<file path="src/rtl/fetch_unit.sv">
// Instruction fetch unit: owns PC and IR, fetches instructions over a req/ack
// memory handshake and applies the controller's PC/IR commands.
module fetch_unit #(
   parameter int unsigned ADDR_W = 8,
   parameter int unsigned DATA_W = 8,
   parameter logic [ADDR_W-1:0] RESET_PC = '0
) (
   input  logic              clk,
   input  logic              reset,
   input  logic              LoadIR,
   input  logic              IncPC,
   input  logic              SelPC,
   input  logic              LoadPC,
   input  logic [DATA_W-1:0] RegData,
   output logic              mem_req,
   output logic [ADDR_W-1:0] mem_addr,
   input  logic              mem_ack,
   input  logic [7:0]        mem_rdata,
   output logic [7:0]        Opcode,
   output logic [DATA_W-1:0] Immediate,
   output logic [ADDR_W-1:0] PC,
   output logic              ir_valid,
   output logic              stall,
   output logic              halted
);

   typedef enum logic [1:0] {
      IDLE  = 2'd0,
      FETCH = 2'd1,
      HALT  = 2'd2
   } state_t;

   state_t state_q;
   state_t state_d;

   logic [ADDR_W-1:0] pc_q, pc_d;
   logic [7:0]        ir_q, ir_d;
   logic              ir_valid_q, ir_valid_d;
   logic              halted_q, halted_d;
   logic              req_q, req_d;
   logic [ADDR_W-1:0] addr_q, addr_d;
   logic              stall_q, stall_d;

   logic [DATA_W-1:0] jump_target;
   logic [ADDR_W-1:0] jump_addr;
   logic              halt_opcode;
   logic              start_fetch;

   assign Immediate   = DATA_W'(ir_q[3:0]);
   assign jump_target = SelPC ? Immediate : RegData;
   assign jump_addr   = ADDR_W'(jump_target);
   assign halt_opcode = (mem_rdata[7:4] == 4'hF);
   assign start_fetch = LoadIR && !halted_q;

   always_ff @(posedge clk) begin
      if (reset) begin
         state_q <= IDLE;
      end else begin
         state_q <= state_d;
      end
   end

   always_comb begin
      state_d = state_q;
      case (state_q)
         IDLE: begin
            if (start_fetch) begin
               state_d = FETCH;
            end
         end
         FETCH: begin
            if (mem_ack) begin
               state_d = halt_opcode ? HALT : IDLE;
            end
         end
         HALT: begin
            state_d = HALT;
         end
         default: begin
            state_d = IDLE;
         end
      endcase
   end

   // LoadIR outranks LoadPC, which outranks IncPC; only IDLE accepts commands.
   always_comb begin
      pc_d       = pc_q;
      ir_d       = ir_q;
      ir_valid_d = ir_valid_q;
      halted_d   = halted_q;
      req_d      = req_q;
      addr_d     = addr_q;
      stall_d    = stall_q;
      case (state_q)
         IDLE: begin
            if (start_fetch) begin
               req_d   = 1'b1;
               addr_d  = pc_q;
               stall_d = 1'b1;
            end else if (LoadPC) begin
               pc_d = jump_addr;
            end else if (IncPC) begin
               pc_d = pc_q + ADDR_W'(1);
            end
         end
         FETCH: begin
            if (mem_ack) begin
               ir_d       = mem_rdata;
               ir_valid_d = 1'b1;
               req_d      = 1'b0;
               stall_d    = 1'b0;
               if (halt_opcode) begin
                  halted_d = 1'b1;
               end
            end
         end
         HALT: begin
            req_d   = 1'b0;
            stall_d = 1'b0;
         end
         default: begin
            req_d   = 1'b0;
            stall_d = 1'b0;
         end
      endcase
   end

   always_ff @(posedge clk) begin
      if (reset) begin
         pc_q       <= RESET_PC;
         ir_q       <= 8'h00;
         ir_valid_q <= 1'b0;
         halted_q   <= 1'b0;
         req_q      <= 1'b0;
         addr_q     <= '0;
         stall_q    <= 1'b0;
      end else begin
         pc_q       <= pc_d;
         ir_q       <= ir_d;
         ir_valid_q <= ir_valid_d;
         halted_q   <= halted_d;
         req_q      <= req_d;
         addr_q     <= addr_d;
         stall_q    <= stall_d;
      end
   end

   assign PC       = pc_q;
   assign Opcode   = ir_q;
   assign ir_valid = ir_valid_q;
   assign halted   = halted_q;
   assign mem_req  = req_q;
   assign mem_addr = addr_q;
   assign stall    = stall_q;

endmodule

</file>
<file path="config.mk">
export PLATFORM = sky130hd
export DESIGN_NAME = fetch_unit
export DESIGN_NICKNAME = d
export VERILOG_FILES = /design/src/rtl/fetch_unit.sv
export SDC_FILE = /design/constraint.sdc
export NUM_CORES = 1
export LEC_CHECK = 0
export ABC_CLOCK_PERIOD_IN_PS = 2300
export BUFFER_PORTS_ARGS = -buffer_cell sky130_fd_sc_hd__buf_2
export CAP_MARGIN = 0
export CORE_ASPECT_RATIO = 1.25
export CORE_MARGIN = 8
export CORE_UTILIZATION = 50
export DETAILED_ROUTE_END_ITERATION = 7
export MAX_ROUTING_LAYER = met4
export PLACE_DENSITY_LB_ADDON = 0.1
export SYNTH_ARGS = -nofsm -noshare
export SYNTH_HDL_FRONTEND = slang
export SYNTH_SLANG_ARGS = --single-unit
</file>
<file path="constraint.sdc">
create_clock -name clk -period 2.3 [get_ports clk]
set_input_delay 0.46 -clock clk [delete_from_list [all_inputs] [get_ports clk]]
set_output_delay 0.46 -clock clk [all_outputs]
set_load 0.02 [all_outputs]
</file>
After elaboration in Yosys (flattened, before gate mapping). Cells that the tools add are included.

Bits in registers: 29. Latch bits: 0. Bits in writable memories: 0. Memory bits (read-only): 0. Input bits: 23. Memories: 0.

$add $sub $neg: 1. Multipliers: 0. Divide/modulo/power cells: 0. Order comparisons: 0. Equality and inequality tests: 5. Shifts and indexed selects: 0. Multiplexer cells: 10. Bitwise operators: 1. Reductions and logical operators: 9.

Operators by type and width (number): 8-bit two-way mux (3); 8-bit by 1-bit adder with 8-bit output, second input constant (1); 2-bit two-way mux (3); 2-bit one-hot mux with 3 select lines (1); 2-bit AND reduction (3); 3-bit AND reduction (2); 4-bit == test, second input constant (1); 2-bit inequality test, second input constant (2); 2-bit by 1-bit == test with 1-bit output, second input constant (1); 2-bit == test, second input constant (1); 2-bit logical NOT (1); 1-bit two-way mux (2); 1-bit one-hot mux with 2 select lines (1); 2-bit nonzero test (1); 1-bit logical AND (1); 1-bit logical NOT (1); 1-bit NOT (1).

Logic depth before layout (Yosys ltp). Gate-level depths: netlist (run 1).

Depth after elaboration: 4. Gate-level depth with buffers: 5. Depth with buffers taken out: 5.

Worst setup path after synthesis (run 1). No wires, ideal clock.

Path type: register to register. Start point: register pc_q[0], in the netlist PC[0]. End point: register pc_q[6], in the netlist PC[6]. Data arrival time: 1325 ps. Data required time: 2177 ps. Slack: 852 ps. Stages on the path, launching flop included: 6. Path buffers: 0. Cells stage by stage: dfxtp_1 > ha_1 > and4_1 > a31oi_1 > a311oi_1 > nor3_1.

Cells in the longest elaborated chain, start to end: 3.

Ends and longest elaborated chain: start: declaration (RTL line 36) `logic [ADDR_W-1:0] pc_q, pc_d;`; start signal: assignment (RTL line 138) `pc_q <= pc_d;`; 8-bit by 1-bit adder with 8-bit output (RTL line 103) `pc_d = pc_q + ADDR_W'(1);`; 8-bit two-way mux (RTL line 102) `end else if (IncPC) begin`; 8-bit two-way mux (RTL line 100) `end else if (LoadPC) begin`.

No other way between the ends. The select of a mux whose other input is x is not followed. A chain may end at the register's enable or synchronous reset.

Final worst setup path (run 1).
Start point: register pc_q[3], in the netlist PC[3]. End point: output port PC[3].

RTL lines: end: declaration (RTL line 21) `output logic [ADDR_W-1:0] PC,`.

No word-level cell between the ends.

==> flow_metrics.tcl, run 1 <==
set metrics [dict create \
    highest_layer "met4" \
    crit_buf_inv 1 \
    synth_top_family_by_area "simple AND/OR/NAND/NOR gates" \
    cp_data_arrival_time_ps 1090 \
    cts_setup_buffers 0 \
    nFillCells 255 \
    regArea_um2 560.5 \
    grt_pass1_wl_um 5313 \
    path_cells "buf_2" \
    timing.slew.headroom_pct 62.94 \
    die_area_um2 4639 \
    drc 0 \
    h-tree-depth 1 \
    ctsHoldBuffers 0 \
    cp_slowest_cell "dfxtp_1" \
    async_flop_share_pct 0 \
    vias_per_cell 5.267 \
    cp_top_family "flip-flops" \
    synth_area_leaders "dfxtp_1 41%, mux2i_1 8.1%, a21oi_1 6.3%" \
    synth_area_um2 1354 \
    synth_top_area_share_pct 41.40 \
    path_class "reg -> out" \
    power_w 0.001020 \
    avgSynthCellArea_um2 8.568 \
    diodes 0 \
    required_ps 1840 \
    syn_to_final_growth_pct 19.69 \
    setup_tns_ps 0 \
    min_period_ps 1547 \
    cts_buffers 3 \
    cts_tree "built" \
    cap_viol_max_count 0 \
    clockBufferDepth 2 \
    nNetsFinal 227 \
    wl_met1_um 1429 \
    maxSlewViolCount 0 \
    wl_per_cell_um 14.08 \
    fmax_ghz 0.6464 \
    synth_ff_type "dfxtp_1" \
    fp.dieW_um 62.54 \
    period_share_pct 67.26 \
    slowest_delay_ps 530 \
    clock_skew_ps 3.007 \
    core-area_um2 2628 \
    synth.area.mux_share_pct 8.133 \
    synth_seq_cells 28 \
    grt_pass1_vias 1248 \
    rsz0062_at_grt "false" \
    place.gp.congestion 0.8187 \
    p_leak_nw 0.7796 \
    first_pass_iters 6 \
    insertion_delay_ps 330 \
    syn_inst 158 \
    clock_sinks 28 \
    synth_edf_count 0 \
    clockRootBuffer "clkbuf_4" \
    grt_max_degree 29 \
    yosysTopAreaCell "dfxtp_1" \
    start_kind "register" \
    synth_compound_area_share_pct 18.21 \
    hold_violations 0 \
    setup_viol 0 \
    routed_wl_um 3322 \
    synth_adder_area_share_pct 0.9242 \
    hold_path.class "in -> reg" \
    crit_path_end_kind "output pin" \
    drive_above_1_share_pct 33.66 \
    drt_iter0_markers 51 \
    met3WireLength_um 166 \
    initial_utilization_pct 51.52 \
    ys_warn_count 0 \
    status "finished, final reports clean" \
    seq_area_frac_synth_pct 41.40 \
    cts.clk_slew.worst_paths_ps 160 \
    max_slew.worst_pin.slew_ps 554.3 \
    rows 21 \
    powerDensity_nw_per_um2 629.3 \
    place.port_buffers 54 \
    peakVddDrop_mv 0.5433 \
    ant_nets 0 \
    io_pins 59 \
    cts_resized 0 \
    dr_wl_met2_um 1704 \
    dp_hpwl_um 2495 \
    antenna_found_initial 0 \
    multi_input_area_um2 683.2 \
    path_max_fanout 9 \
    gr-usage-all-layers_pct 14.27 \
    yosys.area_share.simple_pct 22.09 \
    die-height_um 74.18 \
    grt-ovfl-total 0 \
    ys_types 39 \
    synth_xor_area_share_pct 0 \
    dr_total_vias 1243 \
]
-- layout by cell type (no fill, tap or decap), types with 2 or more instances in the layout --
cell,netlist,routed
a31oi_1,3,3
dfxtp_1,28,28
nor2_1,16,16
buf_2,2,54
inv_1,3,3
nand2_1,21,21
nand4_1,2,2
nor3_1,3,3
mux2i_1,11,11
nor2b_1,4,4
a21oi_1,17,17
clkbuf_4,0,3
o21ai_1,5,5
or3_1,2,2
nand2b_1,3,3
conb_1,1,4
nand3b_1,2,2
-- tightest hold or removal path, stage by stage --
cell and delay, ps:
buf_2 70, mux2i_1 50, nor2_1 70
-- final cells by class --
| class | count | area share [%] |
|---|---|---|
| sequential | 28 | 34.59 |
| timing repair buffer | 54 | 16.68 |
| inverter | 3 | 0.6950 |
| multi-input combinational | 113 | 42.16 |
| tap | 34 | 2.625 |
| clock buffer | 3 | 1.390 |
| clock inverter | 1 | 1.853 |
-- kinds of logic after synthesis --
kind of cell             after synthesis
AND/OR/NAND/NOR                       60
AO/OA/AOI/OAI                         37
flip-flops                            28
buffers and inverters                 20
multiplexers                          11
adder cells (fa/ha/maj)                1
other                                  1
-- worst paths after layout --
kind                            depth (start not counted)  slack [ps]                      from                        to
worst min-delay path                                    3         340              mem_rdata[0]    Opcode[0]$_SDFFE_PP0P_
worst min register to register                          2         460  mem_addr[3]$_SDFFE_PP0P_  mem_addr[3]$_SDFFE_PP0P_
worst max-delay path                                    1         750        PC[3]$_SDFFE_PP0P_                     PC[3]
worst max register to register                          5         800        PC[1]$_SDFFE_PP0P_        PC[6]$_SDFFE_PP0P_
-- cell usage after synthesis, types with 2 or more instances --
cell type,number
dfxtp_1,28
nand2_1,21
a21oi_1,17
nor2_1,16
mux2i_1,11
buf_4,9
clkbuf_1,5
o21ai_1,5
nor2b_1,4
a31oi_1,3
inv_1,3
nand2b_1,3
nor3_1,3
buf_2,2
nand3b_1,2
nand4_1,2
or3_1,2
-- power by group --
part / leakage (nW) / internal, W / switching [W]
sequential: 0.228 / 0.000504 / 0.0000206
combinational: 0.524 / 0.0000613 / 0.000105
clock: 0.0279 / 0.000176 / 0.000152
total: 0.780 / 0.000742 / 0.000278
-- flip-flops by register name, indices dropped and copies added, names as in the netlist --
name,flops
Opcode,8
halted,1
PC,8
ir_valid,1
state_q,1
stall,1
mem_addr,8
-- per-layer routing --
layer | vias up | global-route usage [%]
met5 | - | -
met4 | 0 | 5.330
met3 | 2 | 3.916
met2 | 33 | 26.04
met1 | 582 | 14.44
li1 | 626 | -
-- metrics by stage --
stage / worst slack, ps / instances / hold WS, ps / util (%) / cell area [um^2]
floorplan: 852.0 / 161 / 522.2 / - / 1365
global placement: 781.8 / 232 / 432.8 / 59.67 / 1568
detailed placement: 722.1 / 232 / 444.7 / 59.67 / 1568
CTS: 730.8 / 236 / 334.1 / 61.67 / 1620
global route: 681.1 / 236 / 347.8 / 61.67 / 1620
finish: 753.0 / 236 / 343.8 / 61.67 / 1620
Power figures use the tool's default switching activity.
==> inputs of run 2 (changes only) <==
--- a/config.mk
+++ b/config.mk
@@ -5,12 +5,12 @@
 export SDC_FILE = /design/constraint.sdc
 export NUM_CORES = 1
 export LEC_CHECK = 0
-export ABC_CLOCK_PERIOD_IN_PS = 2300
+export ABC_CLOCK_PERIOD_IN_PS = 1500
 export BUFFER_PORTS_ARGS = -buffer_cell sky130_fd_sc_hd__buf_2
 export CAP_MARGIN = 0
 export CORE_ASPECT_RATIO = 1.25
 export CORE_MARGIN = 8
-export CORE_UTILIZATION = 50
+export CORE_UTILIZATION = 46
 export DETAILED_ROUTE_END_ITERATION = 7
 export MAX_ROUTING_LAYER = met4
 export PLACE_DENSITY_LB_ADDON = 0.1
==> constraint.sdc (replaced) <==
create_clock -name clk -period 1.5 [get_ports clk]
set_input_delay 0.3 -clock clk [delete_from_list [all_inputs] [get_ports clk]]
set_output_delay 0.3 -clock clk [all_outputs]
set_load 0.02 [all_outputs]
==> flow_metrics.tcl, run 2 (synthesized netlist as in run 1, its figures left out) <==
set metrics [dict create \
    die-height_um 76.66 \
    h-tree-depth 1 \
    setup_viol 0 \
    place.gp.congestion 0.8077 \
    die_area_um2 4946 \
    critical_path.startpoint "PC[2]$_SDFFE_PP0P_" \
    cts_buffers 3 \
    multi_input_area_um2 683.2 \
    antenna_found_initial 0 \
    timing.slew.headroom_pct 66.29 \
    core-area_um2 2863 \
    drt_iter0_markers 25 \
    cap_viol_max_count 0 \
    mostFrequentLayoutCells "54 x buf_2, 26 x dfxtp_1, 21 x nand2_1, 17 x a21oi_1, 16 x nor2_1" \
    setup_tns_ps 0 \
    rr_endpoint "PC[7]$_SDFFE_PP0P_" \
    diodes 0 \
    r2r_setup_slack_ps 90 \
    place.port_buffers 54 \
    final_util_pct 57.87 \
    grt_max_degree 29 \
    maxSlewViolCount 0 \
    hold_path.class "in -> reg" \
    drc 0 \
    routed_wl_um 3343 \
    initial_utilization_pct 47.29 \
    hold_violations 0 \
    syn_to_final_growth_pct 22.37 \
    cts_setup_buffers 0 \
    first_pass_iters 4 \
    cp_slowest_cell "dfxtp_1" \
    grt-ovfl-total 0 \
    regArea_um2 565.5 \
    slowest_delay_ps 500 \
    start_kind "register" \
    clockRootBuffer "clkbuf_4" \
    clock_skew_ps 4.613 \
    clockBufferDepth 2 \
    crit_buf_inv 0 \
    min_period_ps 1410 \
    reg2reg_depth 3 \
    rows 22 \
    max_slew.worst_pin.slew_ps 505.6 \
    cts_tree "built" \
    nNetsFinal 233 \
    crit_path_end_kind "register" \
    fp.dieW_um 64.52 \
    fmax_ghz 0.7092 \
    cp_num_cells 3 \
    cp_data_arrival_time_ps 1660 \
    cts.clk_slew.worst_paths_ps 140 \
    required_ps 1750 \
    grt_pass1_wl_um 5858 \
    nFillCells 301 \
    path_max_fanout 8 \
    wl_per_cell_um 13.70 \
    ctsHoldBuffers 0 \
    ant_nets 0 \
    clock_sinks 28 \
    drive_above_1_share_pct 36.54 \
    cp_top_family "simple AND/OR/NAND/NOR gates" \
    period_share_pct 94.00 \
    insertion_delay_ps 320 \
    final_common_cell "buf_2" \
    path_cells "nand3_2 -> or4_4 -> a311oi_2" \
    gr-usage-all-layers_pct 14.23 \
    p_leak_nw 0.8040 \
    powerDensity_nw_per_um2 863.9 \
    rsz0062_at_grt "false" \
    dp_hpwl_um 2582 \
    crit_path_end "PC[7]$_SDFFE_PP0P_" \
    grt_pass1_vias 1328 \
    path_class "reg -> reg" \
    io_pins 59 \
    peakVddDrop_mv 0.4712 \
    status "finished, final reports clean" \
    vias_per_cell 5.168 \
    r2r-start "PC[2]$_SDFFE_PP0P_" \
    dr_total_vias 1261 \
]
## run 2: changes by cell type in the layout (fill, tap and decap cells not counted), sizes merged
cell    change
buf         +6
bufinv      -1
clkbuf      +1
## run 2: layer usage
metal | global-route usage (%) | part of all wire, %
met5 | - | 0
met2 | 23.93 | 50
met4 | 3.720 | 0.39
met1 | 16.27 | 45
met3 | 3.634 | 4.9
## run 2: how the worst min path moves through the flow
stage	start	to	slack, ps	cells past startpoint
3_5_place_dp	ir_valid$_SDFFE_PP0P_	ir_valid$_SDFFE_PP0P_	440	2
3_3_place_gp	ir_valid$_SDFFE_PP0P_	ir_valid$_SDFFE_PP0P_	430	2
2_1_floorplan	mem_rdata[0]	Opcode[0]$_SDFFE_PP0P_	440	2
5_1_grt	mem_rdata[0]	Opcode[0]$_SDFFE_PP0P_	210	3
4_1_cts	mem_rdata[2]	Opcode[2]$_SDFFE_PP0P_	190	3
6_report	mem_rdata[0]	Opcode[0]$_SDFFE_PP0P_	200	3
## run 2: what timing repair did
item                                    in CTS  in global routing
hold endpoints to repair                     0                  0
gates resized for setup                      0                  3
endpoints found under the setup margin       0                  2
## run 2: final cells by class
cell class                 count  area share (%)
multi-input combinational    113           41.24
timing repair buffer          60           19.03
tap                           36           2.719
sequential                    28           34.14
inverter                       3          0.6798
clock buffer                   4           2.190
## run 2: power breakdown
group / switching [W] / internal (W)
Clock: 0.000211 / 0.000148
Combinational: 0.000166 / 0.000103
Sequential: 0.0000293 / 0.000773
## run 2: metrics by stage
stage	std cells	hold slack, ps	worst slack [ps]	power (W)	cell area, um^2
after CTS	244	192.0	40.61	0.001449	1652
final	244	200.1	89.96	0.001431	1657
after global routing	244	205.6	20.96	0.001513	1657
after floorplan	161	443.9	52.02	0.001005	1365
after detailed placement	240	436.6	68.11	0.001090	1615
after global placement	240	434.2	138.7	0.001086	1615
## run 2: worst reg2reg max path: stages (launching register included)
cell and delay [ps]:
dfxtp_1 500, nand3_2 160, or4_4 500, a311oi_2 190
==> inputs of run 3 (changes only) <==
--- a/config.mk
+++ b/config.mk
@@ -8,10 +8,12 @@
 export ABC_CLOCK_PERIOD_IN_PS = 1500
 export BUFFER_PORTS_ARGS = -buffer_cell sky130_fd_sc_hd__buf_2
 export CAP_MARGIN = 0
+export CELL_PAD_IN_SITES_DETAIL_PLACEMENT = 2
+export CELL_PAD_IN_SITES_GLOBAL_PLACEMENT = 2
 export CORE_ASPECT_RATIO = 1.25
-export CORE_MARGIN = 8
-export CORE_UTILIZATION = 46
+export CORE_UTILIZATION = 26
 export DETAILED_ROUTE_END_ITERATION = 7
+export GPL_ROUTABILITY_DRIVEN = 0
 export MAX_ROUTING_LAYER = met4
 export PLACE_DENSITY_LB_ADDON = 0.1
 export SYNTH_ARGS = -nofsm -noshare
==> flow_metrics.tcl, run 3 (synthesized netlist as in run 1, its figures left out) <==
set metrics [dict create \
    status "finished, final reports clean" \
    dp_hpwl_um 3223 \
    maxSlewViolCount 0 \
    drc 0 \
    io_pins 59 \
    setup_viol 0 \
    powerDensity_nw_per_um2 960.2 \
    gr-usage-all-layers_pct 16.40 \
    hold_path_depth 3 \
    cp_data_arrival_time_ps 1540 \
    diodes 0 \
    cp_slowest_cell "dfxtp_4" \
    die_area_um2 5501 \
    timing.slew.headroom_pct 64.19 \
    max_slew.worst_pin.slew_ps 537.1 \
    cts_tree "built" \
    ctsHoldBuffers 0 \
    grt-ovfl-total 0 \
    path_class "reg -> reg" \
    cts_buffers 3 \
    required_ps 1650 \
    antenna_found_initial 0 \
    whs_endpoint "Opcode[3]$_SDFFE_PP0P_" \
    vias_per_cell 4.777 \
    fin_cells 274 \
    dr_total_vias 1309 \
    hp-start "mem_rdata[3]" \
    final_util_pct 35.13 \
    cts.clk_slew.worst_paths_ps 100 \
    dp_slack_ps -46.22 \
    grt_pass1_vias 1390 \
    clockBufferDepth 2 \
    final_common_cell "buf_2" \
    reg2reg_depth 5 \
    r2r_setup_slack_ps 110 \
    slowest_delay_ps 410 \
    mostFrequentLayoutCells "54 x buf_2, 26 x dfxtp_1, 21 x nand2_1, 17 x a21oi_1, 16 x nor2_1" \
    clockRootBuffer "clkbuf_8" \
    crit_path_end_kind "register" \
    period_share_pct 92.78 \
    clock_skew_ps 5.432 \
    dpl.cell_count 270 \
    nFillCells 595 \
    die-height_um 82.68 \
    place.port_buffers 54 \
    power_frac_comb_pct 16.9 \
    rows 29 \
    p_switching_w 0.0004601 \
    wl_per_cell_um 14.91 \
    insertion_delay_ps 280 \
    grt_max_degree 29 \
    drt_iter0_markers 49 \
    min_period_ps 1392 \
    fp.dieW_um 66.54 \
    clock_sinks 28 \
    syn_to_final_growth_pct 30.87 \
    p_seq_share_pct 47.2 \
    peakVddDrop_mv 0.3346 \
    path_cells "ha_4 -> and4_4 -> a31oi_1 -> a311oi_1 -> nor3_1" \
    initial_utilization_pct 26.84 \
    p_clk_share_pct 35.9 \
    final.setup.worst_slack_ps 108.3 \
    r2r-start "PC[0]$_SDFFE_PP0P_" \
    routed_wl_um 4085 \
    first_pass_iters 4 \
    hold_path.class "in -> reg" \
    nNetsFinal 237 \
    rsz0062_at_grt "false" \
    ant_nets 0 \
    cap_viol_max_count 0 \
    power.internal_w 0.001241 \
    grt_pass1_wl_um 6617 \
    hold_violations 0 \
    p_leak_nw 0.8366 \
    h-tree-depth 1 \
    path_max_fanout 7 \
    core-area_um2 5044 \
    swShare_pct 27.04 \
    rr_endpoint "PC[6]$_SDFFE_PP0P_" \
    start_kind "register" \
    drive_above_1_share_pct 39.15 \
    fmax_ghz 0.7186 \
]
## run 3: cell type report
type                       count  area [um^2]  share of cell area, %
clock buffer                   3        41.29                  2.331
clock inverter                 1        30.03                  1.695
inverter                       3        11.26                 0.6356
multi-input combinational    113        700.7                  39.55
sequential                    28        565.5                  31.92
tap                           62        77.57                  4.379
timing repair buffer          64        345.3                  19.49
## run 3: worst max-delay path: cells and delay by family (launching register included)
family	cells	cell delay (ps)
and+or+nand+nor	2	330
AOI/OAI and AO/OA	2	370
adders and majority gates	1	160
DFF	1	410
## run 3: what timing repair did
item	in CTS	in global routing
pin swaps	1	1
endpoints found under the setup margin	1	2
hold endpoints to repair	0	0
setup buffers	0	0
gates resized for setup	5	2
## run 3: per-layer routing
metal	up-vias	GRT usage (%)	wire [um]
li1	643	-	-
met1	621	16.63	1601
met2	39	32.22	2267
met3	6	1.511	153
met4	0	5.532	63
met5	-	-	0
## run 3: power by group through the flow
stage / combinational, W / sequential (W) / clock [W]
2_1_floorplan: 0.000154 / 0.000851 / 0
3_3_place_gp: 0.000284 / 0.000816 / 0
3_5_place_dp: 0.000291 / 0.000819 / 0
4_1_cts: 0.000293 / 0.000803 / 0.000634
5_1_grt: 0.000318 / 0.000809 / 0.000661
6_report: 0.000288 / 0.000803 / 0.000610
## run 3: worst max path at each step
stage,start,endpoint,slack (ps),depth (start not counted)
after floorplan,PC[0]$_SDFFE_PP0P_,PC[6]$_SDFFE_PP0P_,50,5
after global placement,PC[0]$_SDFFE_PP0P_,PC[6]$_SDFFE_PP0P_,140,5
after detailed placement,PC[0]$_SDFFE_PP0P_,PC[6]$_SDFFE_PP0P_,-50,5
after CTS,PC[0]$_SDFFE_PP0P_,PC[6]$_SDFFE_PP0P_,10,5
after global routing,halted$_SDFFE_PP0P_,PC[0]$_SDFFE_PP0P_,30,4
final,PC[0]$_SDFFE_PP0P_,PC[6]$_SDFFE_PP0P_,110,5
## run 3: through the flow
stage / total power [W] / area, um^2 / TNS [ps] / hold WS, ps
2_1_floorplan: 0.001005 / 1365 / 0 / 443.9
3_3_place_gp: 0.001100 / 1678 / 0 / 435.8
3_5_place_dp: 0.001109 / 1678 / -46.22 / 451.1
4_1_cts: 0.001730 / 1759 / 0 / 248.4
5_1_grt: 0.001789 / 1772 / 0 / 256.7
6_report: 0.001701 / 1772 / 0 / 250.5
